## src/rtl/async_fifo_pkg.sv

```systemverilog
// async_fifo_pkg: shared widths and word type for the async FIFO, its read drain and the formal bench
package async_fifo_pkg;
  localparam int DATA_WIDTH = 8;
  localparam int ADDR_WIDTH = 4;
  typedef logic [DATA_WIDTH-1:0] data_t;
endpackage

```

## src/rtl/fifo_rd_skid_buf.sv

```systemverilog
// fifo_rd_skid_buf: 2-entry register FIFO with registered head and occupancy level
module fifo_rd_skid_buf #(
  parameter int W = 8
) (
  input  logic         clk,
  input  logic         rst,
  input  logic         push,
  input  logic         pop,
  input  logic [W-1:0] din,
  output logic [W-1:0] head,
  output logic [1:0]   level
);
  logic [W-1:0] tail;
  always_ff @(posedge clk) begin
    if (rst) begin
      head  <= '0;
      tail  <= '0;
      level <= '0;
    end else begin
      head  <= (push && (level == 2'd0 || (level == 2'd1 && pop))) ? din :
               (pop && level == 2'd2) ? tail : head;
      tail  <= (push && ((level == 2'd1 && !pop) || (level == 2'd2 && pop))) ? din : tail;
      level <= level + 2'(push) - 2'(pop);
    end
  end
endmodule

```

## src/rtl/async_fifo_rd_drain.sv

```systemverilog
// async_fifo_rd_drain: drains the FIFO read port into a 2-deep buffer and streams it with burst framing
module async_fifo_rd_drain #(
  parameter int DATA_WIDTH = async_fifo_pkg::DATA_WIDTH,
  parameter int BURST_LEN  = 4,
  parameter int CNT_WIDTH  = 16
) (
  input  logic                  rclk,
  input  logic                  rrst,
  input  logic                  rempty,
  input  logic [DATA_WIDTH-1:0] rdata,
  output logic                  rinc,
  output logic                  out_valid,
  input  logic                  out_ready,
  output logic [DATA_WIDTH-1:0] out_data,
  output logic                  out_last,
  output logic [CNT_WIDTH-1:0]  beat_count,
  output logic [1:0]            buf_level
);
  localparam int IW = (BURST_LEN > 1) ? $clog2(BURST_LEN) : 1;
  localparam logic [IW-1:0] LAST = IW'(BURST_LEN - 1);
  logic [IW-1:0] beat_idx;
  logic hs;
  assign rinc      = !rrst && !rempty && buf_level != 2'd2;
  assign out_valid = buf_level != 2'd0;
  assign hs        = out_valid && out_ready;
  assign out_last  = out_valid && beat_idx == LAST;
  fifo_rd_skid_buf #(.W(DATA_WIDTH)) u_buf (
    .clk  (rclk),
    .rst  (rrst),
    .push (rinc),
    .pop  (hs),
    .din  (rdata),
    .head (out_data),
    .level(buf_level)
  );
  always_ff @(posedge rclk) begin
    if (rrst) begin
      beat_idx   <= '0;
      beat_count <= '0;
    end else if (hs) begin
      beat_idx   <= (beat_idx == LAST) ? '0 : beat_idx + 1'b1;
      beat_count <= beat_count + 1'b1;
    end
  end
endmodule

```

## config.mk

```make
export PLATFORM = sky130hd
export DESIGN_NAME = async_fifo_rd_drain
export DESIGN_NICKNAME = d
export VERILOG_FILES = /design/src/rtl/async_fifo_pkg.sv /design/src/rtl/fifo_rd_skid_buf.sv /design/src/rtl/async_fifo_rd_drain.sv
export SDC_FILE = /design/constraint.sdc
export NUM_CORES = 1
export LEC_CHECK = 0
export ABC_CLOCK_PERIOD_IN_PS = 4650
export CORE_UTILIZATION = 42
export CTS_BUF_LIST = sky130_fd_sc_hd__clkbuf_4
export DETAILED_ROUTE_END_ITERATION = 10
export PLACE_DENSITY_LB_ADDON = 0.1
export SYNTH_ARGS = -nofsm -noshare
export SYNTH_HDL_FRONTEND = slang
export SYNTH_SLANG_ARGS = --single-unit
```

## constraint.sdc

```tcl
create_clock -name rclk -period 4.65 [get_ports rclk]
set_input_delay 1.395 -clock rclk [delete_from_list [all_inputs] [get_ports rclk]]
set_output_delay 1.395 -clock rclk [all_outputs]
set_load 0.02 [all_outputs]
```

==> impl_metrics.tcl <==
set metrics [dict create \
    yosys-top-cells-count "dfxtp_1 (36), nor2_1 (32), mux2i_1 (16), nand2_1 (12), xnor2_1 (9)" \
    post-synth-top-area-fraction_pct 45.6 \
    synth_top_flop_cell "dfxtp_1" \
    routed_via_density 5.14 \
    dr.pass1.iters 4 \
    crit_end "rinc" \
    reg2reg_to "u_buf.level[1]$_SDFF_PP0_" \
    rr_startpoint "u_buf.level[1]$_SDFF_PP0_" \
    cp.arrival_ps 2770 \
    finalMaxSlewViolations 0 \
    leakagePower_nw 0.851 \
    root_buffer "clkbuf_4" \
    pin_count 41 \
    critPathLaunchType "input pin" \
    fin_crit_ps 4160 \
    synth.avg_cell_area_um2 9.13 \
    ys_types 32 \
    max_freq_ghz 0.240 \
    max_stage_delay_ps 660 \
    htree_levels 2 \
    r2r_setup_slack_ps 2440 \
    clk_pin_slew_ps 100 \
    timing.critical_path.from "rrst" \
    finalHoldViolCount 0 \
    final_antenna_net_count 0 \
    drt_first_iter_violations 44 \
    nNetsFinal 230 \
    drv_cap 0 \
    die-area_um2 4010 \
    dp.cells 253 \
    hp-class "flop to flop" \
    netlist_instances 173 \
    rows 21 \
    chipHeight_um 63.3 \
    multi_input_area_um2 813 \
    start_util_pct 45.6 \
    hold_buffers 0 \
    path_cells "clkdlybuf4s50_1, nor3_1, clkdlybuf4s50_1" \
    cp_max_fo 2 \
    clockBufferDepth 2 \
    post_cts_buffers 0 \
    pwr_density_cell_nw_per_um2 351 \
    core_um2 3470 \
    yosysMostFrequentCell "dfxtp_1" \
    numCtsBuffers 5 \
    tns_ps 0 \
    synth_edf_count 0 \
    fillers 344 \
    wl_per_cell_um 12.9 \
    status "finished, final reports clean" \
    grt_overflow 0 \
    routed_wl_um 3350 \
    hpwl_um 2410 \
    globalplace.congestion 0.802 \
    die-width_um 63.3 \
    worstSetupEndpointType "output pin" \
    ys_seq_area_share_pct 45.6 \
    rr_worst_depth 8 \
    syn_nets 189 \
    rsz0062_at_grt "false" \
    final_layout_size_suffix_gt1_share_pct 6.54 \
    cts_tree "done" \
    clk_latency_ps 340 \
    grt_use_total_pct 19.2 \
    crit_top_cell "clkdlybuf4s50_1" \
    yosys.area.top_type "dfxtp_1" \
    final_cells 260 \
    finalClockSkew_ps 15.9 \
    path_class "input pin to output pin" \
    synth_async_sr_flop_share_pct 0 \
    power_mw 0.725 \
    finalCritPeriodShare_pct 89.5 \
    synthToLayoutAreaGrowth_pct 30.9 \
    ir_worst_vdd_v 0.000186 \
    grt_max_degree 39 \
    diodes 0 \
    grt_pass1_wl_um 6030 \
    cts_resized 0 \
    ys_warn_count 0 \
    critPathRequiredTime_ps 3250 \
    seq_area_um2 721 \
    ys_ff_latch 36 \
    cts.sinks 36 \
    yosys-top-cells-area "dfxtp_1 (46%), mux2i_1 (10%), nor2_1 (7.6%)" \
    setup_viol 0 \
    relSlewSlack_pct 29.1 \
    via_count 1336 \
    first_global_vias 1336 \
    tightest_slew_ps 1060 \
    drc 0 \
    antenna_found_initial 0 \
    cp_slowest_cell "clkdlybuf4s50_1" \
    io_buffer_count 40 \
    syn_area_um2 1580 \
]
[kinds of logic (layout without fill, tap and decap cells)]
logic type                 Yosys count  in the layout  synth area share [%]
AOI/OAI and AO/OA                   21             21                  8.71
xor gates and xnor gates            13             13                  7.21
adders and majority gates            4              4                  3.17
buffers and inverters               12             53                  2.93
DFF                                 36             36                  45.6
muxes                               17             17                  10.8
and+or+nand+nor                     70             70                  21.5
[worst min path at each step]
| stage | cells past startpoint | startpoint | end | slack [ps] |
|---|---|---|---|---|
| 5_1_grt | 2 | beat_idx[1]$_SDFFE_PP0P_ | beat_idx[1]$_SDFFE_PP0P_ | 500 |
| 6_report | 2 | beat_idx[1]$_SDFFE_PP0P_ | beat_idx[1]$_SDFFE_PP0P_ | 470 |
| 2_1_floorplan | 2 | beat_idx[1]$_SDFFE_PP0P_ | beat_idx[1]$_SDFFE_PP0P_ | 440 |
| 3_5_place_dp | 2 | beat_idx[1]$_SDFFE_PP0P_ | beat_idx[1]$_SDFFE_PP0P_ | 460 |
| 3_3_place_gp | 2 | beat_idx[1]$_SDFFE_PP0P_ | beat_idx[1]$_SDFFE_PP0P_ | 450 |
| 4_1_cts | 2 | beat_idx[1]$_SDFFE_PP0P_ | beat_idx[1]$_SDFFE_PP0P_ | 480 |
[critical path, delay by kind of cell]
family / cells / cell delay [ps]
buffers and inverters: 2 / 1080
and+or+nand+nor: 1 / 290
[layer usage]
metal  track usage (%)  share of wire [%]  up-vias
met2              32.8                 46       28
met3              6.16                4.7        5
met5                 0                  0        -
met4              5.97                1.3        0
met1              22.5                 48      626
li1                  -                  -      677
[power by group]
| group | total (mW) | leakage, nW | internal [mW] | switching, mW |
|---|---|---|---|---|
| logic | 0.206 | 0.528 | 0.0994 | 0.107 |
| clock network | 0.158 | 0.0315 | 0.0615 | 0.0965 |
| registers | 0.361 | 0.292 | 0.334 | 0.0264 |
[layout by cell type (no fill, tap or decap), drive strengths merged, types with 3 or more instances in the layout]
cell type,netlist,final
clkdlybuf4s50,0,40
dfxtp,36,36
nor2,32,32
mux2i,16,16
nand2,12,12
xnor2,9,9
a211oi,8,8
nor3,7,7
a21oi,6,6
clkbuf,5,6
inv,5,5
xor2,4,4
ha,4,4
o21ai,4,4
nor2b,3,3
nand3,3,3
nor4,3,3
[flip-flops by register name, indices dropped and copies added, names as in the netlist]
signal,cells
u_buf.head,8
u_buf.level,2
u_buf.tail,8
beat_idx,2
beat_count,16
[per-stage QoR]
stage	worst slack, ps	hold slack (ps)	util, %	instance area, µm²
after floorplan	1100	440	-	1580
final	486	470	59.6	2070
after CTS	494	476	59.6	2070
after global routing	427	502	59.6	2070
after global placement	544	448	58.2	2020
after detailed placement	499	461	58.2	2020
[layout make-up]
cell class	instances	share of cell area (%)
sequential	36	34.8
clock buffer	6	2.18
clock inverter	1	0.242
timing repair buffer	41	19.7
multi-input combinational	125	39.3
inverter	5	0.907
tap	46	2.78
Note: power is estimated with default switching activity, not from simulation.
